`src/rtl/des_pkg.sv`:
```
// rtl/des_pkg.sv - DES permutation tables, S-box contents, key-schedule constants and FSM state type.
package des_pkg;

  localparam int NUM_ROUNDS = 16;
  localparam int BLOCK_W    = 64;
  localparam int HALF_W     = 32;
  localparam int KEY_HALF_W = 28;
  localparam int SUBKEY_W   = 48;

  typedef enum logic [1:0] {IDLE, ROUND, FINAL} state_t;

  // Right-rotate amounts for decryption: the encryption left-shift schedule played backwards.
  localparam logic [1:0] RSHIFT [0:15] = '{0, 1, 2, 2, 2, 2, 2, 2, 1, 2, 2, 2, 2, 2, 2, 1};

  localparam logic [5:0] IP_T [0:63] = '{
    57, 49, 41, 33, 25, 17,  9,  1,  59, 51, 43, 35, 27, 19, 11,  3,
    61, 53, 45, 37, 29, 21, 13,  5,  63, 55, 47, 39, 31, 23, 15,  7,
    56, 48, 40, 32, 24, 16,  8,  0,  58, 50, 42, 34, 26, 18, 10,  2,
    60, 52, 44, 36, 28, 20, 12,  4,  62, 54, 46, 38, 30, 22, 14,  6};

  localparam logic [5:0] FP_T [0:63] = '{
    39,  7, 47, 15, 55, 23, 63, 31,  38,  6, 46, 14, 54, 22, 62, 30,
    37,  5, 45, 13, 53, 21, 61, 29,  36,  4, 44, 12, 52, 20, 60, 28,
    35,  3, 43, 11, 51, 19, 59, 27,  34,  2, 42, 10, 50, 18, 58, 26,
    33,  1, 41,  9, 49, 17, 57, 25,  32,  0, 40,  8, 48, 16, 56, 24};

  localparam logic [4:0] E_T [0:47] = '{
    31,  0,  1,  2,  3,  4,   3,  4,  5,  6,  7,  8,
     7,  8,  9, 10, 11, 12,  11, 12, 13, 14, 15, 16,
    15, 16, 17, 18, 19, 20,  19, 20, 21, 22, 23, 24,
    23, 24, 25, 26, 27, 28,  27, 28, 29, 30, 31,  0};

  localparam logic [4:0] P_T [0:31] = '{
    15,  6, 19, 20, 28, 11, 27, 16,   0, 14, 22, 25,  4, 17, 30,  9,
     1,  7, 23, 13, 31, 26,  2,  8,  18, 12, 29,  5, 21, 10,  3, 24};

  localparam logic [5:0] PC1_T [0:55] = '{
    56, 48, 40, 32, 24, 16,  8,   0, 57, 49, 41, 33, 25, 17,
     9,  1, 58, 50, 42, 34, 26,  18, 10,  2, 59, 51, 43, 35,
    62, 54, 46, 38, 30, 22, 14,   6, 61, 53, 45, 37, 29, 21,
    13,  5, 60, 52, 44, 36, 28,  20, 12,  4, 27, 19, 11,  3};

  localparam logic [5:0] PC2_T [0:47] = '{
    13, 16, 10, 23,  0,  4,   2, 27, 14,  5, 20,  9,
    22, 18, 11,  3, 25,  7,  15,  6, 26, 19, 12,  1,
    40, 51, 30, 36, 46, 54,  29, 39, 50, 44, 32, 47,
    43, 48, 38, 55, 33, 52,  45, 41, 49, 35, 28, 31};

  // Indexed by {row, column} = {b0, b5, b1..b4} of the 6-bit group.
  localparam logic [3:0] SBOX [0:7][0:63] = '{
    '{14, 4,13, 1, 2,15,11, 8, 3,10, 6,12, 5, 9, 0, 7,  0,15, 7, 4,14, 2,13, 1,10, 6,12,11, 9, 5, 3, 8,
       4, 1,14, 8,13, 6, 2,11,15,12, 9, 7, 3,10, 5, 0, 15,12, 8, 2, 4, 9, 1, 7, 5,11, 3,14,10, 0, 6,13},
    '{15, 1, 8,14, 6,11, 3, 4, 9, 7, 2,13,12, 0, 5,10,  3,13, 4, 7,15, 2, 8,14,12, 0, 1,10, 6, 9,11, 5,
       0,14, 7,11,10, 4,13, 1, 5, 8,12, 6, 9, 3, 2,15, 13, 8,10, 1, 3,15, 4, 2,11, 6, 7,12, 0, 5,14, 9},
    '{10, 0, 9,14, 6, 3,15, 5, 1,13,12, 7,11, 4, 2, 8, 13, 7, 0, 9, 3, 4, 6,10, 2, 8, 5,14,12,11,15, 1,
      13, 6, 4, 9, 8,15, 3, 0,11, 1, 2,12, 5,10,14, 7,  1,10,13, 0, 6, 9, 8, 7, 4,15,14, 3,11, 5, 2,12},
    '{ 7,13,14, 3, 0, 6, 9,10, 1, 2, 8, 5,11,12, 4,15, 13, 8,11, 5, 6,15, 0, 3, 4, 7, 2,12, 1,10,14, 9,
      10, 6, 9, 0,12,11, 7,13,15, 1, 3,14, 5, 2, 8, 4,  3,15, 0, 6,10, 1,13, 8, 9, 4, 5,11,12, 7, 2,14},
    '{ 2,12, 4, 1, 7,10,11, 6, 8, 5, 3,15,13, 0,14, 9, 14,11, 2,12, 4, 7,13, 1, 5, 0,15,10, 3, 9, 8, 6,
       4, 2, 1,11,10,13, 7, 8,15, 9,12, 5, 6, 3, 0,14, 11, 8,12, 7, 1,14, 2,13, 6,15, 0, 9,10, 4, 5, 3},
    '{12, 1,10,15, 9, 2, 6, 8, 0,13, 3, 4,14, 7, 5,11, 10,15, 4, 2, 7,12, 9, 5, 6, 1,13,14, 0,11, 3, 8,
       9,14,15, 5, 2, 8,12, 3, 7, 0, 4,10, 1,13,11, 6,  4, 3, 2,12, 9, 5,15,10,11,14, 1, 7, 6, 0, 8,13},
    '{ 4,11, 2,14,15, 0, 8,13, 3,12, 9, 7, 5,10, 6, 1, 13, 0,11, 7, 4, 9, 1,10,14, 3, 5,12, 2,15, 8, 6,
       1, 4,11,13,12, 3, 7,14,10,15, 6, 8, 0, 5, 9, 2,  6,11,13, 8, 1, 4,10, 7, 9, 5, 0,15,14, 2, 3,12},
    '{13, 2, 8, 4, 6,15,11, 1,10, 9, 3,14, 5, 0,12, 7,  1,15,13, 8,10, 3, 7, 4,12, 5, 6,11, 0,14, 9, 2,
       7,11, 4, 1, 9,12,14, 2, 0, 6,10,13,15, 3, 5, 8,  2, 1,14, 7, 4,10, 8,13,15,12, 9, 0, 3, 5, 6,11}};

endpackage

```
`src/rtl/des_feistel_f.sv`:
```
// rtl/des_feistel_f.sv - combinational DES round function f(R, K): expand, key mix, substitute, permute.
module des_feistel_f
  import des_pkg::*;
(
  input  logic [0:HALF_W-1]   r,
  input  logic [0:SUBKEY_W-1] subkey,
  output logic [0:HALF_W-1]   result
);

  logic [0:SUBKEY_W-1] expanded;
  logic [0:SUBKEY_W-1] mixed;
  logic [0:HALF_W-1]   sout;

  for (genvar i = 0; i < SUBKEY_W; i++) begin : g_expand
    assign expanded[i] = r[E_T[i]];
  end

  assign mixed = expanded ^ subkey;

  S1Box u_s1 (.addr(mixed[0:5]),   .data(sout[0:3]));
  S2Box u_s2 (.addr(mixed[6:11]),  .data(sout[4:7]));
  S3Box u_s3 (.addr(mixed[12:17]), .data(sout[8:11]));
  S4Box u_s4 (.addr(mixed[18:23]), .data(sout[12:15]));
  S5Box u_s5 (.addr(mixed[24:29]), .data(sout[16:19]));
  S6Box u_s6 (.addr(mixed[30:35]), .data(sout[20:23]));
  S7Box u_s7 (.addr(mixed[36:41]), .data(sout[24:27]));
  S8Box u_s8 (.addr(mixed[42:47]), .data(sout[28:31]));

  for (genvar i = 0; i < HALF_W; i++) begin : g_perm
    assign result[i] = sout[P_T[i]];
  end

endmodule

```
`src/rtl/des_sboxes.sv`:
```
// rtl/des_sboxes.sv - combinational DES substitution boxes S1..S8 (6-bit in, 4-bit out).
module S1Box import des_pkg::*; (input logic [0:5] addr, output logic [0:3] data);
  assign data = SBOX[0][{addr[0], addr[5], addr[1:4]}];
endmodule

module S2Box import des_pkg::*; (input logic [0:5] addr, output logic [0:3] data);
  assign data = SBOX[1][{addr[0], addr[5], addr[1:4]}];
endmodule

module S3Box import des_pkg::*; (input logic [0:5] addr, output logic [0:3] data);
  assign data = SBOX[2][{addr[0], addr[5], addr[1:4]}];
endmodule

module S4Box import des_pkg::*; (input logic [0:5] addr, output logic [0:3] data);
  assign data = SBOX[3][{addr[0], addr[5], addr[1:4]}];
endmodule

module S5Box import des_pkg::*; (input logic [0:5] addr, output logic [0:3] data);
  assign data = SBOX[4][{addr[0], addr[5], addr[1:4]}];
endmodule

module S6Box import des_pkg::*; (input logic [0:5] addr, output logic [0:3] data);
  assign data = SBOX[5][{addr[0], addr[5], addr[1:4]}];
endmodule

module S7Box import des_pkg::*; (input logic [0:5] addr, output logic [0:3] data);
  assign data = SBOX[6][{addr[0], addr[5], addr[1:4]}];
endmodule

module S8Box import des_pkg::*; (input logic [0:5] addr, output logic [0:3] data);
  assign data = SBOX[7][{addr[0], addr[5], addr[1:4]}];
endmodule

```
`src/rtl/des_decrypt_core.sv`:
```
// rtl/des_decrypt_core.sv - iterative DES decryption, one Feistel round per clock, subkeys generated K16 first.
module des_decrypt_core
  import des_pkg::*;
#(
  parameter int PARITY_CHECK = 0
) (
  input  logic              wClk,
  input  logic              wReset,
  input  logic              wStart,
  input  logic [0:BLOCK_W-1] wKey,
  input  logic [0:BLOCK_W-1] wCipherText,
  output logic              wReady,
  output logic              wDone,
  output logic [0:BLOCK_W-1] wPlainText,
  output logic              wParityErr
);

  state_t state, state_next;
  logic [3:0] rnd;
  logic [0:HALF_W-1] l_q, r_q;
  logic [0:KEY_HALF_W-1] c_q, d_q;
  logic [0:KEY_HALF_W-1] c_rot, d_rot;
  logic [0:2*KEY_HALF_W-1] cd_rot;
  logic [0:2*KEY_HALF_W-1] pc1_key;
  logic [0:BLOCK_W-1] ip_ct;
  logic [0:BLOCK_W-1] rl;
  logic [0:BLOCK_W-1] fp_out;
  logic [0:SUBKEY_W-1] subkey;
  logic [0:HALF_W-1] f_out;
  logic [7:0] byte_even;
  logic accept, round_en, finish;

  always_ff @(posedge wClk) begin
    if (wReset) state <= IDLE;
    else        state <= state_next;
  end

  always_comb begin
    state_next = state;
    case (state)
      IDLE:    if (accept) state_next = ROUND;
      ROUND:   if (rnd == 4'(NUM_ROUNDS - 1)) state_next = FINAL;
      FINAL:   state_next = accept ? ROUND : IDLE;
      default: state_next = IDLE;
    endcase
  end

  always_comb begin
    wReady   = 1'b0;
    round_en = 1'b0;
    finish   = 1'b0;
    case (state)
      IDLE:  wReady = 1'b1;
      ROUND: round_en = 1'b1;
      FINAL: begin
        wReady = 1'b1;
        finish = 1'b1;
      end
      default: ;
    endcase
  end

  assign accept = wStart & wReady;

  // Static wiring of the fixed permutations.
  for (genvar i = 0; i < BLOCK_W; i++) begin : g_ip_fp
    assign ip_ct[i]  = wCipherText[IP_T[i]];
    assign fp_out[i] = rl[FP_T[i]];
  end

  for (genvar i = 0; i < 2 * KEY_HALF_W; i++) begin : g_pc1
    assign pc1_key[i] = wKey[PC1_T[i]];
  end

  for (genvar i = 0; i < SUBKEY_W; i++) begin : g_pc2
    assign subkey[i] = cd_rot[PC2_T[i]];
  end

  for (genvar b = 0; b < 8; b++) begin : g_parity
    assign byte_even[b] = ~^wKey[8*b +: 8];
  end

  assign rl     = {r_q, l_q};
  assign cd_rot = {c_rot, d_rot};

  always_comb begin
    c_rot = c_q;
    d_rot = d_q;
    case (RSHIFT[rnd])
      2'd1: begin
        c_rot = {c_q[27], c_q[0:26]};
        d_rot = {d_q[27], d_q[0:26]};
      end
      2'd2: begin
        c_rot = {c_q[26:27], c_q[0:25]};
        d_rot = {d_q[26:27], d_q[0:25]};
      end
      default: ;
    endcase
  end

  des_feistel_f u_f (
    .r      (r_q),
    .subkey (subkey),
    .result (f_out)
  );

  // A back-to-back accept in FINAL reloads L/R while the old L/R still feed FP.
  always_ff @(posedge wClk) begin
    if (wReset) begin
      wDone      <= 1'b0;
      wPlainText <= '0;
      wParityErr <= 1'b0;
      rnd        <= '0;
      l_q        <= '0;
      r_q        <= '0;
      c_q        <= '0;
      d_q        <= '0;
    end else begin
      wDone <= finish;
      if (finish) wPlainText <= fp_out;
      if (accept) begin
        l_q        <= ip_ct[0:HALF_W-1];
        r_q        <= ip_ct[HALF_W:BLOCK_W-1];
        c_q        <= pc1_key[0:KEY_HALF_W-1];
        d_q        <= pc1_key[KEY_HALF_W:2*KEY_HALF_W-1];
        rnd        <= '0;
        wParityErr <= (PARITY_CHECK != 0) && (|byte_even);
      end else if (round_en) begin
        l_q <= r_q;
        r_q <= l_q ^ f_out;
        c_q <= c_rot;
        d_q <= d_rot;
        rnd <= rnd + 4'd1;
      end
    end
  end

endmodule

```
`config.mk`:
```
export PLATFORM = sky130hd
export DESIGN_NAME = des_decrypt_core
export DESIGN_NICKNAME = d
export VERILOG_FILES = /design/src/rtl/des_pkg.sv /design/src/rtl/des_feistel_f.sv /design/src/rtl/des_sboxes.sv /design/src/rtl/des_decrypt_core.sv
export SDC_FILE = /design/constraint.sdc
export NUM_CORES = 1
export LEC_CHECK = 0
export CORE_MARGIN = 5
export CORE_UTILIZATION = 40
export DETAILED_ROUTE_END_ITERATION = 12
export GPL_TIMING_DRIVEN = 0
export HOLD_SLACK_MARGIN = 0.02
export PLACE_DENSITY_LB_ADDON = 0.08
export SYNTH_ARGS = -nofsm -noshare
export SYNTH_HDL_FRONTEND = slang
export SYNTH_SLANG_ARGS = --single-unit
```
`constraint.sdc`:
```
create_clock -name wClk -period 9.3 [get_ports wClk]
set_input_delay 1.395 -clock wClk [delete_from_list [all_inputs] [get_ports wClk]]
set_output_delay 1.395 -clock wClk [all_outputs]
set_load 0.01 [all_outputs]
```
==> results of run 1 <==
-- cells in the mapped netlist (all sizes together) (32+ instances only) --
master | count | share of area, %
a211oi | 45 | 2.4
a21oi | 163 | 5.7
a221o | 32 | 2.2
a221oi | 58 | 3.8
a22oi | 62 | 3.3
buf | 61 | 2.6
clkbuf | 97 | 2.5
dfxtp | 191 | 27
ha | 67 | 5.9
inv | 35 | 0.92
mux2i | 54 | 3.9
nand2 | 272 | 7.1
nor2 | 170 | 4.5
nor3 | 38 | 1.3
o21ai | 105 | 4.0
xnor2 | 66 | 4.4
xor2 | 45 | 3.3
-- routing by layer --
| metal | GRT usage (%) | vias to the layer above | wire length (um) |
|---|---|---|---|
| met5 | 0 | - | 0 |
| met4 | 12.21 | 0 | 2608 |
| met3 | 6.216 | 113 | 6145 |
| met2 | 45.56 | 876 | 26670 |
| met1 | 43.36 | 7411 | 27100 |
| li1 | - | 7153 | - |
-- state kept, by name, summed over array words and instances, names as in the netlist --
name and count:
wPlainText 64, state 2, rnd 4, l_q 32, r_q 32, c_q 28
d_q 28, wDone 1
-- metrics by stage --
step / std cells / power, W / worst slack, ps
after floorplan: 1841 / 0.002685 / 4931
after global placement: 2490 / 0.003406 / 3570
after detailed placement: 2490 / 0.003411 / 3514
after CTS: 2522 / 0.004197 / 3467
after global routing: 2523 / 0.004494 / 3051
final: 2523 / 0.004248 / 3310
-- final cells by class --
class / count / share of cell area [%]
multi-input combinational: 1456 / 55.30
clock inverter: 15 / 1.067
clock buffer: 17 / 2.450
antenna: 1 / 0.01441
tap: 461 / 3.323
buffer: 158 / 4.202
inverter: 36 / 0.7784
sequential: 191 / 22.03
timing repair buffer: 188 / 10.84
-- cell families after synthesis --
family	Yosys count	synth area share, %
AO/OA/AOI/OAI	622	30.53
XOR/XNOR	111	7.671
adder cells (fa/ha/maj)	69	6.007
buffers and inverters	194	6.051
flip-flops	191	26.76
multiplexers	70	5.604
other	1	0.02624
AND/OR/NAND/NOR	583	17.35
-- worst max path at each step --
stage / start / to / slack (ps) / cells after the start
floorplan: rnd[0] / r_q[11] / 4930 / 20
global placement: rnd[0] / r_q[11] / 3570 / 18
detailed placement: rnd[0] / r_q[11] / 3510 / 18
CTS: rnd[0] / r_q[11] / 3470 / 18
global route: rnd[0] / r_q[31] / 3050 / 19
finish: rnd[0] / r_q[11] / 3310 / 19
-- worst reg2reg max path, stage by stage (launching register included) --
cell and delay (ps):
dfxtp_1 410, inv_1 90, ha_1 200, mux2_2 270
a22oi_1 240, ha_1 270, buf_4 200, inv_1 100
clkbuf_1 570, o21ai_0 540, xnor2_1 990, inv_1 330
ha_1 330, nor2_1 210, nand3_1 110, o21a_1 110
o2111a_1 130, nor3_1 480, xor2_1 200, a21oi_1 80
-- power by group through the flow --
stage	logic, W	clock network, W	registers (W)
2_1_floorplan	0.00174	0	0.000949
3_3_place_gp	0.00241	0	0.000995
3_5_place_dp	0.00242	0	0.000996
4_1_cts	0.00243	0.000792	0.000977
5_1_grt	0.00268	0.000827	0.000985
6_report	0.00248	0.000789	0.000984
==> metrics.md, run 1 <==
| Metric | Value |
|---|---|
| WL final | `62530 um` |
| Unrepaired setup endpoints after global routing | `false` |
| Synth Area per Inst | `7.761 um2` |
| Netlist cell types | `84` |
| Final Net Count | `2246` |
| Die Area | `39600 um2` |
| IO Pins | `198` |
| Highest-count cells in the layout ignoring fill and taps | `nand2_1, dfxtp_1, clkdlybuf4s50_1` |
| Post-synthesis instance total | `1841` |
| Psw | `0.002070 W` |
| Fraction of registers with async set/reset | `0%` |
| Final Cycle Share | `64.41%` |
| Via count | `15553` |
| EDFF count, synth | `0` |
| CP Buf/Inv Count | `5` |
| Slew Limit Fails | `0` |
| Clk root buf | `clkbuf_16` |
| R2r worst-path depth | `19` |
| DP HPWL | `47560 um` |
| Final Cell Area | `17360 um2` |
| Multi-input gate area | `between 9000 and 10000 um2` |
| GPL Wtd Cong | `0.9694` |
| Post-CTS Repair Setup Buffers | `0` |
| Final core utilization | `49.05%` |
| Clock power share | `18.6%` |
| P_int | `0.002178 W` |
| CP peak stage delay | `990 ps` |
| Seq cells post-synth | `roughly 190` |
| Die Width | `~200 um` |
| Detail Route Antenna Nets | `0` |
| Lkg Pwr | `6.276 nW` |
| Relative slew slack | `21.38%` |
| Req. time, crit path | `between 9000 and 10000 ps` |
| WL per Instance | `24.78 um` |
| WHS | `457.8 ps` |
| Crit path DAT | `6320 ps` |
| Vias in the first global route | `14385` |
| Commonest non-fill, non-tap cell in the layout | `nand2_1` |
| Layout fillers | `3600` |
| Initial drt markers | `1977` |
| MaxCap Viol Count | `0` |
| Mapped Nets | `2039` |
| Layout cells sized above 1 | `approximately 7.2%` |
| CTS buffer count | `17` |
| CTS clk-pin slew, worst paths | `100 ps` |
| Maximum clock rate | `0.1669 GHz` |
| Yosys warning count | `0` |
| Via-to-Cell Ratio | `6.164` |
| First-pass GRT wire length | `approximately 92000 um` |
| Critical R2R Launch | `rnd[0]` |
| Cell chain of the critical path | `inv_1 -> ha_1 -> mux2_2 -> a22oi_1 -> ha_1 -> buf_4 -> inv_1 -> clkbuf_1 -> o21ai_0 -> xnor2_1 -> inv_1 -> ha_1 -> nor2_1 -> nand3_1 -> o21a_1 -> o2111a_1 -> nor3_1 -> xor2_1 -> a21oi_1` |
| Slowest CP cell | `xnor2_1` |
| CTS Sinks | `~190` |
| PortBufs | `188` |
| WS Path Type | `reg -> reg` |
| Area Overhead vs Synth | `21.50%` |
| Fin Clk Skew | `18.67 ps` |
| Reg2reg setup slack | `3310 ps` |
| Setup violations, final | `0` |
| 1st-pass router iterations | `7` |
| Total gr overflow | `0` |
| Placement Rows | `69` |
| IR drop worst, VDD | `168.1 uV` |
| Final Hold Viols | `0` |
| Logic gate share of total power | `58.3%` |
| DP Area | `between 15000 and 20000 um2` |
| Cts repair resizes | `0` |
| Min-Delay Endpoint | `wPlainText[13]` |
| Largest net degree at the start of global routing | `22` |
| Critical-path maximum fanout | `11` |
| Die H | `~200 um` |
| Register area share after synthesis | `26.76%` |
| Initial antenna violation count | `1` |
| Top FF cell, synth | `dfxtp_1` |
| Worst min path class | `reg -> reg` |
| Setup crit end kind | `register` |
| Switching fraction of total power | `48.72%` |
| CORE AREA | `roughly 35000 um2` |
| Longest Clk Path Bufs | `2` |
| Kind of cell adding the most delay to the critical path | `buffers and inverters` |
| Setup TNS | `0 ps` |
| Post-Syn Area | `14290 um2` |
| TritonCTS clock tree | `yes` |
| Outcome | `finished clean` |
| Startpoint Class | `register` |
| Worst reg2reg endpoint | `r_q[11]` |
| Hold path cells | `2` |
| Register Area | `3824 um2` |
| Hold Path Origin | `wPlainText[13]` |
| Initial Util | `40.37%` |
| Cts hold-fix bufs | `0` |
| Worst skew pair latency | `470 ps` |
| GRT Total Usage | `30.59%` |
| Worst slew pin tran | `1171 ps` |
| DRC viols | `0` |
| Register share of total power | `a little under a quarter` |
| Clock period minus worst slack | `5990 ps` |
| P per Cell Area | `around 240 nW/um2` |
| Max H-tree Level | `4` |
Power figures use the tool's default switching activity.
==> run 2, diff against run 1 <==
==> constraint.sdc (replaced) <==
create_clock -name wClk -period 5.11 [get_ports wClk]
set_input_delay 0.7665 -clock wClk [delete_from_list [all_inputs] [get_ports wClk]]
set_output_delay 0.7665 -clock wClk [all_outputs]
set_load 0.01 [all_outputs]
==> run 2 against run 1 <==
Effect of this change:
- clock-buffer cell count stayed put
- worst hold slack hardly changed
- total power is 87% higher
==> metrics.md, run 2 (same netlist as run 1, synthesis figures left out) <==
| Metric | Value |
|---|---|
| Placement Setup Slack | `-675.8 ps (was 3514 ps)` |
| IR drop worst, VDD | `309.9 uV (was 168.1 uV)` |
| Slew Limit Fails | `0 (unchanged)` |
| First-pass GRT wire length | `92460 um (was 92020 um)` |
| Largest register FFs | `64 (unchanged)` |
| CP peak stage delay | `460 ps (was 990 ps)` |
| Placement Rows | `69 (unchanged)` |
| Crit path DAT | `5450 ps (was 6320 ps)` |
| IO Pins | `198 (unchanged)` |
| R2r worst-path depth | `19 (unchanged)` |
| Cts hold-fix bufs | `0 (unchanged)` |
| Via count | `15662 (was 15553)` |
| GRT Total Usage | `30.74% (was 30.59%)` |
| Req. time, crit path | `5510 ps (was 9630 ps)` |
| Total gr overflow | `0 (unchanged)` |
| CTS clk-pin slew, worst paths | `100 ps (about the same)` |
| Commonest non-fill, non-tap cell in the layout | `nand2_1 (unchanged)` |
| CP Buf/Inv Count | `5 (unchanged)` |
| P_int | `0.004117 W (was 0.002178 W)` |
| Worst min path class | `reg -> reg (unchanged)` |
| Register Area | `3824 um2 (unchanged)` |
| DRC viols | `0 (unchanged)` |
| Logic gate share of total power | `59.4% (was 58.3%)` |
| Layout cells sized above 1 | `9.760% (was 7.181%)` |
| Initial antenna violation count | `1 (unchanged)` |
| Maximum clock rate | `0.1982 GHz (was 0.1669 GHz)` |
| Outcome | `finished clean (unchanged)` |
| 1st-pass router iterations | `6 (was 7)` |
| Final Hold Viols | `0 (unchanged)` |
| Critical path origin | `rnd[0] (unchanged)` |
| Multi-input gate area | `9808 um2 (was 9600 um2)` |
| PortBufs | `188 (unchanged)` |
| Relative slew slack | `27.49% (was 21.38%)` |
| TritonCTS clock tree | `yes (unchanged)` |
| GPL Wtd Cong | `0.9694 (unchanged)` |
| Biggest registers after layout | `wPlainText (64), l_q (32), r_q (32) (unchanged)` |
| DP HPWL | `47560 um (unchanged)` |
| Lkg Pwr | `6.479 nW (was 6.276 nW)` |
| Fin Clk Skew | `18.19 ps (was 18.67 ps)` |
| Switching fraction of total power | `48.29% (was 48.72%)` |
| Slowest CP cell | `a2111oi_1 (was xnor2_1)` |
| Setup WS post-layout | `64.87 ps (was 3310 ps)` |
| WL per Instance | `24.75 um (was 24.78 um)` |
| CTS buffer count | `17 (unchanged)` |
| Layout fillers | `3588 (was 3600)` |
| Register with the most flip-flops | `wPlainText (unchanged)` |
| Critical-path maximum fanout | `13 (was 11)` |
| Total chip power | `0.007963 W (was 0.004248 W)` |
| Worst skew pair latency | `480 ps (was 470 ps)` |
| Detail Route Antenna Nets | `0 (unchanged)` |
| Die H | `199 um (unchanged)` |
| Clock power share | `18.1% (was 18.6%)` |
| Psw | `0.003845 W (was 0.002070 W)` |
| Hold Path Origin | `wPlainText[16] (was wPlainText[13])` |
| Cell chain of the critical path | `inv_1 -> ha_1 -> mux2_2 -> a22oi_1 -> ha_1 -> buf_4 -> buf_4 -> buf_2 -> a221o_1 -> o21ai_2 -> xnor2_2 -> clkbuf_4 -> ha_1 -> and3_1 -> a2111oi_1 -> o21bai_1 -> o21ai_0 -> xor2_1 -> a21oi_1 (was inv_1 -> ha_1 -> mux2_2 -> a22oi_1 -> ha_1 -> buf_4 -> inv_1 -> clkbuf_1 -> o21ai_0 -> xnor2_1 -> inv_1 -> ha_1 -> nor2_1 -> nand3_1 -> o21a_1 -> o2111a_1 -> nor3_1 -> xor2_1 -> a21oi_1)` |
| Startpoint Class | `register (unchanged)` |
| Initial Util | `40.37% (unchanged)` |
| Hold path cells | `2 (unchanged)` |
| WS Path Type | `reg -> reg (unchanged)` |
| Die Area | `39600 um2 (unchanged)` |
| MaxCap Viol Count | `0 (unchanged)` |
| Largest net degree at the start of global routing | `22 (unchanged)` |
| Critical R2R Launch | `rnd[0] (unchanged)` |
| CTS Sinks | `191 (unchanged)` |
| Area Overhead vs Synth | `24.10% (was 21.50%)` |
| CP dominant cell by count | `ha_1` |
| Vias in the first global route | `14475 (was 14385)` |
| CORE AREA | `35400 um2 (unchanged)` |
| Die Width | `199 um (unchanged)` |
| Kind of cell adding the most delay to the critical path | `compound AO/OA/AOI/OAI gates (was buffers and inverters)` |
| Register share of total power | `22.5% (was 23.2%)` |
| Unrepaired setup endpoints after global routing | `false (unchanged)` |
| Worst slew pin tran | `1088 ps (was 1171 ps)` |
| Clock period minus worst slack | `5045 ps (was 5990 ps)` |
| Max H-tree Level | `4 (unchanged)` |
| WL final | `62910 um (was 62530 um)` |
| Setup crit end kind | `register (unchanged)` |
| Clk root buf | `clkbuf_16 (unchanged)` |
| Reg2reg setup slack | `60 ps (was 3310 ps)` |
| Highest-count cells in the layout ignoring fill and taps | `nand2_1, dfxtp_1, clkdlybuf4s50_1 (unchanged)` |
| Final Cycle Share | `98.73% (was 64.41%)` |
| P per Cell Area | `449.1 nW/um2 (was 244.7 nW/um2)` |
| Initial drt markers | `2080 (was 1977)` |
| WP depth | `19 (unchanged)` |
| Via-to-Cell Ratio | `6.161 (was 6.164)` |
| Longest Clk Path Bufs | `2 (unchanged)` |
| Setup violations, final | `0 (unchanged)` |
| Worst reg2reg endpoint | `r_q[26] (was r_q[11])` |
| Final Net Count | `2265 (was 2246)` |
| Min-Delay Endpoint | `wPlainText[16] (was wPlainText[13])` |
[run 2: changes by cell type in the layout (fill, tap and decap cells not counted), moves of 3 or more]
cell       before  now
clkbuf_1       97   90
o21ai_0        80   75
buf_4          13   36
a2111oi_0       9    6
o21ai_2        12   15
xnor2_1        60   50
xnor2_2         6   15
[run 2: how the worst max path moves through the flow]
stage,endpoint,slack (ps)
CTS,r_q[22],3
global route,r_q[31],2
global placement,r_q[11],-620
finish,r_q[26],60
detailed placement,r_q[11],-680
floorplan,r_q[11],740
[run 2: power groups by stage]
stage	Combinational, W	Sequential (W)	Clock, W
after floorplan	0.00316	0.00173	0
after global placement	0.00439	0.00181	0
after detailed placement	0.00440	0.00181	0
after CTS	0.00453	0.00178	0.00144
after global routing	0.00511	0.00180	0.00150
final	0.00473	0.00179	0.00144
[run 2: per-stage QoR]
step	cells	TNS, ps	utilization, %	hold WS, ps	instance area [um2]
6_report	2542	0	50.10	458.1	17730
5_1_grt	2542	0	50.10	479.0	17730
4_1_cts	2529	0	49.58	457.0	17550
3_5_place_dp	2490	-7935	47.31	445.9	16750
3_3_place_gp	2490	-7201	47.31	445.7	16750
2_1_floorplan	1841	0	-	453.6	14290
[run 2: final cells by class]
| type | count | share of cell area (%) |
|---|---|---|
| antenna | 1 | 0.01411 |
| sequential | 191 | 21.56 |
| buffer | 154 | 4.064 |
| clock inverter | 15 | 1.044 |
| tap | 461 | 3.253 |
| timing repair buffer | 211 | 11.59 |
| clock buffer | 17 | 2.399 |
| inverter | 36 | 0.7621 |
| multi-input combinational | 1456 | 55.31 |
[run 2: tightest hold or removal path, stage by stage, from the launching register on]
cell and delay [ps]:
dfxtp_1 310, nand2_1 50, a21oi_1 50
[run 2: layer usage]
metal	track usage, %	up-vias	part of all wire [%]
met5	0	-	0
met4	12.39	0	4.4
met3	5.776	137	9.2
met2	45.85	837	43
met1	43.77	7498	44
li1	-	7190	-
[run 2: what timing repair did]
item,CTS,global route
endpoints found under the hold margin,0,0
setup endpoints to repair,26,28
gates resized for setup,25,22
buffers inserted,7,16
pin swaps,5,7
==> run 3, diff against run 2 <==
--- a/config.mk
+++ b/config.mk
@@ -6,8 +6,9 @@
 export NUM_CORES = 1
 export LEC_CHECK = 0
 export CORE_MARGIN = 5
-export CORE_UTILIZATION = 40
+export CORE_UTILIZATION = 45
 export DETAILED_ROUTE_END_ITERATION = 12
+export GPL_ROUTABILITY_DRIVEN = 0
 export GPL_TIMING_DRIVEN = 0
 export HOLD_SLACK_MARGIN = 0.02
 export PLACE_DENSITY_LB_ADDON = 0.08
==> constraint.sdc (replaced) <==
create_clock -name wClk -period 4.28 [get_ports wClk]
set_input_delay 0.642 -clock wClk [delete_from_list [all_inputs] [get_ports wClk]]
set_output_delay 0.642 -clock wClk [all_outputs]
set_load 0.01 [all_outputs]
==> run 3 against run 2 <==
Effect of this change:
- the flow now finishes with violations (setup timing)
- clock power up 15%
- combinational power up 29%
- clock-buffer cell count up 1
- non-clock buffer count increased by 30
- sequential cell count unchanged
- final cell count decreased by 1.1%
- critical path depth rose by 3
- setup slack worse by 95 ps
- maximum frequency grew 17%
- design area up 4.3%
==> metrics.md, run 3 (same netlist as run 1, synthesis figures left out) <==
| Metric | Value |
|---|---|
| CORE AREA | `31470 um2 (was 35400 um2)` |
| Highest-count cells in the layout ignoring fill and taps | `nand2_1, dfxtp_1, clkdlybuf4s50_1 (unchanged)` |
| 1st-pass router iterations | `6 (unchanged)` |
| Vias in the first global route | `14857 (was 14475)` |
| Setup TNS | `-30.01 ps (was 0 ps)` |
| Final Cycle Share | `100.7% (was 98.73%)` |
| Die Width | `188.2 um (was 199 um)` |
| WL per Instance | `24.36 um (was 24.75 um)` |
| P per Cell Area | `534.0 nW/um2 (was 449.1 nW/um2)` |
| Unrepaired setup endpoints after global routing | `true (was false)` |
| Largest register FFs | `64 (unchanged)` |
| Initial drt markers | `1992 (was 2080)` |
| CTS buffer count | `17 (unchanged)` |
| Switching fraction of total power | `47.13% (was 48.29%)` |
| Failing checks | `setup timing` |
| Final Net Count | `2295 (was 2265)` |
| IR drop worst, VDD | `367.3 uV (was 309.9 uV)` |
| Crit path DAT | `4610 ps (was 5450 ps)` |
| Slew Limit Fails | `0 (unchanged)` |
| IO Pins | `198 (unchanged)` |
| Longest Clk Path Bufs | `2 (unchanged)` |
| Multi-input gate area | `10360 um2 (was 9808 um2)` |
| Psw | `0.004655 W (was 0.003845 W)` |
| Worst skew pair latency | `450 ps (was 480 ps)` |
| Final Hold Viols | `0 (unchanged)` |
| CTS clk-pin slew, worst paths | `80 ps (was 100 ps)` |
| Fin Clk Skew | `13.23 ps (was 18.19 ps)` |
| P_int | `0.005222 W (was 0.004117 W)` |
| Register share of total power | `21.7% (was 22.5%)` |
| Biggest registers after layout | `wPlainText (64), l_q (32), r_q (32) (unchanged)` |
| Outcome | `finished with violations (was finished clean)` |
| Largest net degree at the start of global routing | `21 (was 22)` |
| Area Overhead vs Synth | `29.46% (was 24.10%)` |
| Critical-path maximum fanout | `10 (was 13)` |
| MaxCap Viol Count | `0 (unchanged)` |
| Die H | `188.2 um (was 199 um)` |
| Register Area | `3829 um2 (was 3824 um2)` |
| Max H-tree Level | `4 (unchanged)` |
| WS Path Type | `reg -> reg (unchanged)` |
| TritonCTS clock tree | `yes (unchanged)` |
| Worst slew pin tran | `1037 ps (was 1088 ps)` |
| Setup WS post-layout | `-30.01 ps (was 64.87 ps)` |
| Clock power share | `16.7% (was 18.1%)` |
| Clock period minus worst slack | `4310 ps (was 5045 ps)` |
| Register with the most flip-flops | `wPlainText (unchanged)` |
| Startpoint Class | `register (unchanged)` |
| Initial antenna violation count | `2 (was 1)` |
| GRT Total Usage | `32.86% (was 30.74%)` |
| Maximum clock rate | `0.2320 GHz (was 0.1982 GHz)` |
| WL final | `61260 um (was 62910 um)` |
| Via count | `16119 (was 15662)` |
| Placement Rows | `65 (was 69)` |
| Setup violations, final | `1 (was 0)` |
| Layout fillers | `2910 (was 3588)` |
| Initial Util | `45.40% (was 40.37%)` |
| Req. time, crit path | `4580 ps (was 5510 ps)` |
| Worst min path class | `reg -> reg (unchanged)` |
| Setup crit end kind | `register (unchanged)` |
| PortBufs | `188 (unchanged)` |
| DRC viols | `0 (unchanged)` |
| R2r worst-path depth | `22 (was 19)` |
| First-pass GRT wire length | `91140 um (was 92460 um)` |
| Commonest non-fill, non-tap cell in the layout | `nand2_1 (unchanged)` |
| CTS Sinks | `191 (unchanged)` |
| Hold path cells | `2 (unchanged)` |
| Lkg Pwr | `6.745 nW (was 6.479 nW)` |
| Layout cells sized above 1 | `14.36% (was 9.760%)` |
| Total gr overflow | `0 (unchanged)` |
| Clk root buf | `clkbuf_16 (unchanged)` |
| DP HPWL | `45590 um (was 47560 um)` |
| Die Area | `35420 um2 (was 39600 um2)` |
| Via-to-Cell Ratio | `6.409 (was 6.161)` |
| Final core utilization | `58.77% (was 50.10%)` |
| Relative slew slack | `30.84% (was 27.49%)` |
| Detail Route Antenna Nets | `0 (unchanged)` |
| Logic gate share of total power | `61.6% (was 59.4%)` |
[run 3: changes by cell type in the layout (fill, tap and decap cells not counted), moves of 6 or more]
cell,before,now
buf_4,36,58
ha_1,66,50
o21ai_0,75,63
ha_4,0,11
buf_6,7,16
inv_1,30,22
o21ai_4,0,7
a211oi_1,42,36
a211oi_2,2,8
[run 3: power by group through the flow]
stage / clock network, W / registers (W) / logic, W
3_3_place_gp: 0 / 0.00216 / 0.00506
2_1_floorplan: 0 / 0.00206 / 0.00378
3_5_place_dp: 0 / 0.00216 / 0.00512
5_1_grt: 0.00173 / 0.00215 / 0.00650
6_report: 0.00165 / 0.00214 / 0.00608
4_1_cts: 0.00165 / 0.00213 / 0.00548
[run 3: cell type report]
type	count	area share, %
Tap cell	402	2.719
Sequential cell	191	20.70
Clock buffer	18	2.320
Timing Repair Buffer	241	12.41
Multi-Input combinational cell	1456	55.99
Inverter	36	0.7779
Clock inverter	14	0.8793
Antenna cell	3	0.04058
Buffer	154	4.173
[run 3: final timing paths]
check | startpoint | to | slack (ps)
hold / removal | wPlainText[54] | wPlainText[54] | 460
hold reg to reg | wPlainText[54] | wPlainText[54] | 460
setup / recovery | rnd[0] | r_q[4] | -30
setup reg to reg | rnd[0] | r_q[4] | -30
[run 3: metal layers]
| layer | track usage [%] | up-vias | part of all wire [%] |
|---|---|---|---|
| met5 | 0 | - | 0 |
| met4 | 15.30 | 0 | 5.7 |
| met3 | 6.780 | 202 | 11 |
| met2 | 52.51 | 1033 | 45 |
| met1 | 42.70 | 7631 | 38 |
| li1 | - | 7253 | - |
[run 3: repair_timing]
| action | CTS | global route |
|---|---|---|
| pin swaps | 18 | 39 |
| hold buffers | 0 | 0 |
| setup buffers | 22 | 31 |
| setup endpoints to repair | 34 | 32 |
| gates resized for setup | 84 | 106 |
[run 3: worst max-delay path, cell delays in order, from the launching register on]
cell	delay, ps
dfxtp_4	380
inv_4	50
ha_4	140
mux2_4	270
a22oi_2	200
buf_4	150
ha_4	230
buf_6	190
buf_4	210
a221o_1	210
o21ai_4	120
xnor2_4	210
inv_2	100
ha_4	190
inv_2	70
a211o_1	140
a21oi_2	60
a2111oi_2	240
a211oi_1	80
a31o_2	270
a211oi_4	360
xor2_1	170
o22ai_1	100
[run 3: through the flow]
stage / instance area, um2 / instances / setup WS [ps] / hold slack [ps] / total power (W)
floorplan: 14310 / 1841 / 15.02 / 453.6 / 0.005844
global placement: 16700 / 2431 / -1205 / 445.2 / 0.007215
detailed placement: 16700 / 2431 / -1233 / 446.9 / 0.007279
CTS: 17820 / 2481 / 2.402 / 458.7 / 0.009249
global route: 18500 / 2514 / -135.1 / 475.4 / 0.01038
finish: 18500 / 2515 / -30.01 / 457.0 / 0.009877
